File: config.mk
export PLATFORM = sky130hd
export DESIGN_NAME = muldiv_sequencer
export DESIGN_NICKNAME = d
export VERILOG_FILES = /design/src/rtl/muldiv_sequencer_pkg.sv /design/src/rtl/muldiv_divider.sv /design/src/rtl/muldiv_sequencer.sv
export SDC_FILE = /design/constraint.sdc
export NUM_CORES = 2
export LEC_CHECK = 0
export ABC_AREA = 0
export BUFFER_PORTS_ARGS = -buffer_cell sky130_fd_sc_hd__buf_2
export CELL_PAD_IN_SITES_DETAIL_PLACEMENT = 1
export CELL_PAD_IN_SITES_GLOBAL_PLACEMENT = 2
export CORE_ASPECT_RATIO = 1.75
export CORE_MARGIN = 2
export CORE_UTILIZATION = 41
export DETAILED_ROUTE_END_ITERATION = 16
export GPL_ROUTABILITY_DRIVEN = 0
export GPL_TIMING_DRIVEN = 0
export PLACE_DENSITY_LB_ADDON = 0.15
export SLEW_MARGIN = 20
export SYNTH_ARGS = -nofsm -noshare
export SYNTH_HDL_FRONTEND = slang
export SYNTH_SLANG_ARGS = --single-unit
File: constraint.sdc
create_clock -name clk -period 11.3 [get_ports clk]
set_input_delay 2.26 -clock clk [delete_from_list [all_inputs] [get_ports clk]]
set_output_delay 2.26 -clock clk [all_outputs]
set_load 0.01 [all_outputs]
File: src/rtl/muldiv_sequencer_pkg.sv
// Shared definitions for the HI/LO multiply/divide unit.
// Holds the decode command codes (the mt_* values presented on ctrl), the
// sequencer state encoding and a small helper used when capturing divide
// operands. Imported by muldiv_sequencer and muldiv_divider.
package muldiv_sequencer_pkg;

  // Command codes driven by the decode stage onto ctrl
  localparam logic [2:0] mt_disabled          = 3'd0;
  localparam logic [2:0] mt_multiply          = 3'd1;
  localparam logic [2:0] mt_multiply_unsigned = 3'd2;
  localparam logic [2:0] mt_divide            = 3'd3;
  localparam logic [2:0] mt_divide_unsigned   = 3'd4;
  localparam logic [2:0] mt_set_hi            = 3'd5;
  localparam logic [2:0] mt_set_lo            = 3'd6;

  // One quotient bit is produced per step
  localparam int div_steps = 32;

  typedef enum logic [1:0] {
    ms_idle    = 2'd0,
    ms_mul_run = 2'd1,
    ms_div_run = 2'd2,
    ms_div_fix = 2'd3
  } state_t;

  // Absolute value for signed operands. 0x80000000 negates to itself, which
  // read as unsigned is exactly 2^31, so no extra bit is needed.
  function automatic logic [31:0] magnitude(input logic [31:0] value,
                                            input logic        is_signed);
    return (is_signed && value[31]) ? (32'd0 - value) : value;
  endfunction

endpackage

File: src/rtl/muldiv_divider.sv
// Unsigned radix-2 restoring divider core.
// Ports:
//   clk, reset (sync, active-low)  clock / reset (aborts any division)
//   start                          load dividend/divisor and begin 32 steps
//   dividend, divisor              unsigned 32-bit operands
//   done                           high in the cycle whose closing edge
//                                  completes the last step
//   quotient, remainder            results, valid from the cycle after done
// A zero divisor is not special-cased here: every trial subtraction succeeds,
// giving an all-ones quotient and the dividend as remainder.
module muldiv_divider
  import muldiv_sequencer_pkg::*;
(
  input  logic        clk,
  input  logic        reset,
  input  logic        start,
  input  logic [31:0] dividend,
  input  logic [31:0] divisor,
  output logic        done,
  output logic [31:0] quotient,
  output logic [31:0] remainder
);

  logic [5:0]  count;
  logic [31:0] quo;
  logic [31:0] rem;
  logic [31:0] dvs;
  logic [32:0] partial;
  logic        fits;
  logic [31:0] diff;

  // The dividend is shifted out of quo MSB first while quotient bits are
  // shifted in behind it. partial can need 33 bits, but whenever the trial
  // subtraction succeeds the difference is below the divisor, so 32 bits of
  // the modular subtraction are exact.
  always_comb begin
    partial = {rem, quo[31]};
    fits    = (partial >= {1'b0, dvs});
    diff    = partial[31:0] - dvs;
  end

  always_ff @(posedge clk) begin
    if (!reset) begin
      count <= '0;
      quo   <= '0;
      rem   <= '0;
      dvs   <= '0;
    end else if (start) begin
      count <= 6'(div_steps);
      quo   <= dividend;
      rem   <= '0;
      dvs   <= divisor;
    end else if (count != 6'd0) begin
      count <= count - 6'd1;
      quo   <= {quo[30:0], fits};
      rem   <= fits ? diff : partial[31:0];
    end
  end

  assign done      = (count == 6'd1);
  assign quotient  = quo;
  assign remainder = rem;

endmodule

File: src/rtl/muldiv_sequencer.sv
// Execute-stage HI/LO unit.
// Accepts mult/multu/div/divu/mthi/mtlo commands, runs the multi-cycle
// multiply and the 32-step divide, owns the HI/LO registers and tells the
// hazard logic when the pipeline must wait for a pending result.
// Ports:
//   clk, reset (sync, active-low)  clock / reset (aborts in-flight operation)
//   ctrl[2:0]                      command code (mt_* in the package)
//   cancel                         E-stage instruction flushed, ctrl ignored
//   opA, opB                       rs / rt values
//   readReq, outSel                mfhi/mflo in E; outSel 1 = HI, 0 = LO
//   readData                       selected HI/LO register value
//   busy                           operation in flight
//   stall                          freeze E and earlier stages this cycle
//   hi, lo                         architectural HI/LO
module muldiv_sequencer
  import muldiv_sequencer_pkg::*;
#(
  parameter int MUL_CYCLES = 5
) (
  input  logic        clk,
  input  logic        reset,
  input  logic [2:0]  ctrl,
  input  logic        cancel,
  input  logic [31:0] opA,
  input  logic [31:0] opB,
  input  logic        readReq,
  input  logic        outSel,
  output logic [31:0] readData,
  output logic        busy,
  output logic        stall,
  output logic [31:0] hi,
  output logic [31:0] lo
);

  state_t      state;
  logic [7:0]  mul_cnt;
  logic [31:0] op_a;
  logic [31:0] op_b;
  logic        op_signed;
  logic        neg_q;
  logic        neg_r;
  logic        div_zero;

  logic        req;
  logic        is_div;
  logic        div_start;
  logic [31:0] div_dividend;
  logic [31:0] div_divisor;
  logic        div_done;
  logic [31:0] div_quo;
  logic [31:0] div_rem;
  logic [63:0] ext_a;
  logic [63:0] ext_b;
  logic [63:0] product;
  logic [31:0] fixed_quo;
  logic [31:0] fixed_rem;

  assign req       = (ctrl != mt_disabled) && !cancel;
  assign is_div    = (ctrl == mt_divide) || (ctrl == mt_divide_unsigned);
  assign div_start = (state == ms_idle) && req && is_div;
  assign stall     = busy && (req || readReq);
  assign readData  = outSel ? hi : lo;

  // Magnitudes go straight from the operand buses into the core on the
  // accepting edge; only the sign bookkeeping is kept here.
  assign div_dividend = magnitude(opA, ctrl == mt_divide);
  assign div_divisor  = magnitude(opB, ctrl == mt_divide);

  muldiv_divider u_divider (
    .clk       (clk),
    .reset     (reset),
    .start     (div_start),
    .dividend  (div_dividend),
    .divisor   (div_divisor),
    .done      (div_done),
    .quotient  (div_quo),
    .remainder (div_rem)
  );

  // Sign-extending both operands to 64 bits lets a single unsigned 64x64
  // multiplier produce the correct low 64 bits for both mult and multu.
  always_comb begin
    ext_a   = {{32{op_a[31] & op_signed}}, op_a};
    ext_b   = {{32{op_b[31] & op_signed}}, op_b};
    product = ext_a * ext_b;
  end

  always_comb begin
    fixed_quo = neg_q ? (32'd0 - div_quo) : div_quo;
    fixed_rem = neg_r ? (32'd0 - div_rem) : div_rem;
  end

  // mul_cnt is loaded with MUL_CYCLES-1 so the unit stays in ms_mul_run for
  // exactly MUL_CYCLES cycles. Divide spends 32 cycles in ms_div_run plus one
  // in ms_div_fix, giving 33 busy cycles including the divide-by-zero case.
  always_ff @(posedge clk) begin
    if (!reset) begin
      state     <= ms_idle;
      busy      <= 1'b0;
      hi        <= '0;
      lo        <= '0;
      mul_cnt   <= '0;
      op_a      <= '0;
      op_b      <= '0;
      op_signed <= 1'b0;
      neg_q     <= 1'b0;
      neg_r     <= 1'b0;
      div_zero  <= 1'b0;
    end else begin
      case (state)
        ms_idle: begin
          if (req) begin
            case (ctrl)
              mt_multiply, mt_multiply_unsigned: begin
                op_a      <= opA;
                op_b      <= opB;
                op_signed <= (ctrl == mt_multiply);
                mul_cnt   <= 8'(MUL_CYCLES - 1);
                state     <= ms_mul_run;
                busy      <= 1'b1;
              end
              mt_divide, mt_divide_unsigned: begin
                op_a     <= opA;
                neg_q    <= (ctrl == mt_divide) && (opA[31] ^ opB[31]);
                neg_r    <= (ctrl == mt_divide) && opA[31];
                div_zero <= (opB == 32'd0);
                state    <= ms_div_run;
                busy     <= 1'b1;
              end
              mt_set_hi: hi <= opA;
              mt_set_lo: lo <= opA;
              default: ;
            endcase
          end
        end
        ms_mul_run: begin
          if (mul_cnt == 8'd0) begin
            hi    <= product[63:32];
            lo    <= product[31:0];
            state <= ms_idle;
            busy  <= 1'b0;
          end else begin
            mul_cnt <= mul_cnt - 8'd1;
          end
        end
        ms_div_run: begin
          if (div_done) state <= ms_div_fix;
        end
        ms_div_fix: begin
          // 0x80000000 / -1 needs no special case: the magnitude quotient 2^31
          // negates back to 0x80000000 with a zero remainder.
          if (div_zero) begin
            lo <= 32'hFFFF_FFFF;
            hi <= op_a;
          end else begin
            lo <= fixed_quo;
            hi <= fixed_rem;
          end
          state <= ms_idle;
          busy  <= 1'b0;
        end
        default: begin
          state <= ms_idle;
          busy  <= 1'b0;
        end
      endcase
    end
  end

endmodule

==> run_results.csv <==
group,metric,value,unit
worst_setup_path,worst_setup_path_start_kind,"register",
worst_setup_path,crit_top_cell,"fa_1",
die,die_area,0.134,mm²
cells_and_area,drive_gt1_share,4.63,%
run_status,outcome,"completed",
cells_and_area,final_cell_mix,"inv_1 (1188), fa_1 (1125), nand2_1 (1117), clkbuf_1 (371), and2_1 (351)",
placement,io_buffers,164,
worst_hold_path,hold_path.class,"reg -> reg",
cts,cts_buffer_depth,3,
global_route,grt-ovfl-total,0,
cts,cts-root-buf,"clkbuf_16",
global_route,grt_antenna_before_repair,13,
cts,cts_tree,"done",
cells_and_area,num-fill-cells,15600,
cells_and_area,regArea,0.00490,mm²
power_and_ir_drop,total_power,5.37,mW
global_route,grt_pass1_wl,356000,µm
sta,rsz0062_at_grt,"false",
sta,fmax,0.0914,GHz
global_route,grt_pass1_vias,52100,
cells_and_area,final_nets,7896,
cts,clock-sinks,245,
synth,synthFlopType,"dfxtp_1",
worst_setup_path,critPathRequiredTime,11800,ps
synth,synth-edff-count,0,
worst_setup_path,end_kind,"register",
power_and_ir_drop,power_switching,2.93,mW
power_and_ir_drop,power_leakage,27.3,nW
route,vias_per_cell,5.66,
die,rows,175,
sta,hold_viol,0,
sta,period_share,96.9,%
synth,synthArstFlopShare,0,%
power_and_ir_drop,power_frac_comb,60.5,%
placement,hpwl,210000,µm
sta,final-max-slew-violation-count,0,
power_and_ir_drop,p_sw_share,54.6,%
power_and_ir_drop,power.internal,2.44,mW
synth,synthesis.nets,7702,
sta,tns,0,ps
cts,clkSlewWorstSetupHoldPaths,80,ps
die,core_area,0.130,mm²
power_and_ir_drop,power_frac_clock,16.1,%
die,dieHeight,482,µm
synth,seq_area_frac_synth,9.16,%
global_route,grt_util_all_layers,37.3,%
worst_setup_path,cp_data_arrival_time,11450,ps
sta,skew,21.5,ps
route,drtPass1Iterations,8,
synth,synth_area_per_cell,8.56,µm²
cts,cts_max_level,1,
worst_setup_path,regToRegSetupSlack,350,ps
route,first_iter_violations,2525,
synth,synthCells,6252,
worst_setup_path,cpPeakStageDelay,950,ps
route,routed_wl,246000,µm
die,num_io_pins,170,
worst_setup_path,slowest_stage,"clkbuf_1",
power_and_ir_drop,ir_drop,0.197,mV
cells_and_area,syn2layout_area_growth,7.19,%
sta,period_needed,10950,ps
sta,worst_pin_slew,1290,ps
route,route.detailed.drc,0,
synth,synth_area,0.0535,mm²
worst_setup_path,worstSetupPathType,"reg -> reg",
power_and_ir_drop,p_seq_share,23.4,%
cells_and_area,mostFrequentLayoutCell,"inv_1",
sta,slew_headroom,14.1,%
sta,setup_viol,0,
cts,cts_buffers,22,
route,ant_nets,0,
global_route,grt_max_degree,17,
worst_setup_path,critical_path.max_fanout,11,
synth,yosysWarnings,0,
power_and_ir_drop,p_per_area,93.5,mW/mm²
die,start_util,41.2,%
cells_and_area,multi_input_area,0.0427,mm²
cells_and_area,final_util,44.2,%
route,vias,46200,
synth,yosysUniqueCellTypes,83,
cts,clk_latency,570,ps
cts,cts_hold_buf,0,
synth,ys_ff_latch,245,
die,die_x,277,µm
flow_run,maxCapViolCount,0,
route,routedWlPerCell,30.2,µm
## critical path: cells and delay by family, from the launching register on
kind | cells | cell delay [ps]
AO/OA/AOI/OAI | 6 | 2140
XOR/XNOR | 1 | 210
adder cells (fa/ha/maj) | 9 | 4410
buffers and inverters | 7 | 2440
flip-flops | 1 | 310
AND/OR/NAND/NOR | 4 | 1320
## power by group through the flow
stage                     registers (mW)  logic (mW)  clock network, mW
after detailed placement            1.26        3.16                  0
after global routing                1.26        3.44              0.896
final                               1.26        3.25              0.867
after CTS                           1.24        3.19              0.875
after global placement              1.26        3.12                  0
after floorplan                     1.13        1.88                  0
## final timing paths
check	start	endpoint	cells after the start
setup / recovery	op_a[17]	hi[17]	27
hold / removal	lo[26]	lo[26]	2
setup reg to reg	op_a[17]	hi[17]	27
hold reg to reg	lo[26]	lo[26]	2
## cell type report
| class | instances | share of cell area, % |
|---|---|---|
| multi-input combinational | 4413 | 74.3 |
| tap | 1681 | 3.67 |
| sequential | 245 | 8.55 |
| timing repair buffer | 170 | 1.57 |
| buffer | 404 | 2.71 |
| clock inverter | 8 | 0.177 |
| clock buffer | 32 | 1.15 |
| antenna | 14 | 0.0611 |
| inverter | 1190 | 7.78 |
## sequential cells by signal (all words and copies together) (netlist names), 2 cells and up
signal               count
hi                      32
lo                      32
op_a                    32
op_b                    32
u_divider.dvs           32
u_divider.quotient      32
u_divider.remainder     32
mul_cnt                  8
u_divider.count          6
state                    2
## repair_timing
item	CTS	global route
endpoints found under the hold margin	0	0
resized for setup	2	1
setup buffers	0	0
setup endpoints to repair	1	1
## routing by layer
metal	wire length, µm	track usage (%)	vias to the layer above
met5	0	0	-
met4	26700	34.0	0
met3	10400	3.57	749
met2	127000	67.9	1709
met1	82200	37.8	24200
li1	-	-	19500
## synth_stat cells (5+ instances only)
cell type  instances  area [µm²]
mux2_2            33         372
or2_2             11        68.8
nand4_1           24         150
a221oi_1           7        61.3
nand2_1         1117        4190
and2_1           351        2200
or3_1             18         113
a41oi_1            6        52.6
dfxtp_1          245        4900
ha_1             252        3150
nand3_1           82         410
inv_1           1188        4460
o2111ai_1          5        43.8
buf_1             14        52.6
a31oi_1           30         188
nor2_1           152         571
and3_1            30         188
nand2b_1          20         125
o211a_1           70         701
nor4_1            14        87.6
mux2i_1            8        80.1
fa_1            1126       22500
a21boi_0          82         616
o31ai_1           30         225
o221ai_1          17         149
nor2b_1           30         188
nor3_1            40         200
o41ai_1           15         131
clkbuf_1         386        1450
o211ai_1          40         300
o21ai_1            8        40.0
a211oi_1          35         263
o21bai_1          21         158
a21oi_1          169         846
o21a_1            21         158
xor2_1            77         674
a21o_1            57         428
o22ai_1            8        50.1
o21ai_0          183         916
or4_1             17         128
xnor2_1          143        1250
## cells by family (layout without fill, tap and decap cells)
logic type               count (synthesis)  count (layout)  share of synthesized area, %
buffers and inverters                 1594            1804                          11.2
adder cells (fa/ha/maj)               1378            1378                          48.0
other                                    0              14                             0
flip-flops                             245             245                          9.16
AO/OA/AOI/OAI                          840             840                          10.6
XOR/XNOR                               220             220                          3.60
multiplexers                            41              41                         0.844
AND/OR/NAND/NOR                       1934            1934                          16.6
## per-stage QoR
step                      std cells  instance area [µm²]  hold slack (ps)  setup WS (ps)
final                          8157                57400              494            354
after global routing           8148                57400              517           48.4
after CTS                      8142                57300              492            310
after detailed placement       8102                56600              477          -49.9
after global placement         8097                56500              468           53.4
after floorplan                6252                53500              441           3080
Power figures use the tool's default switching activity.
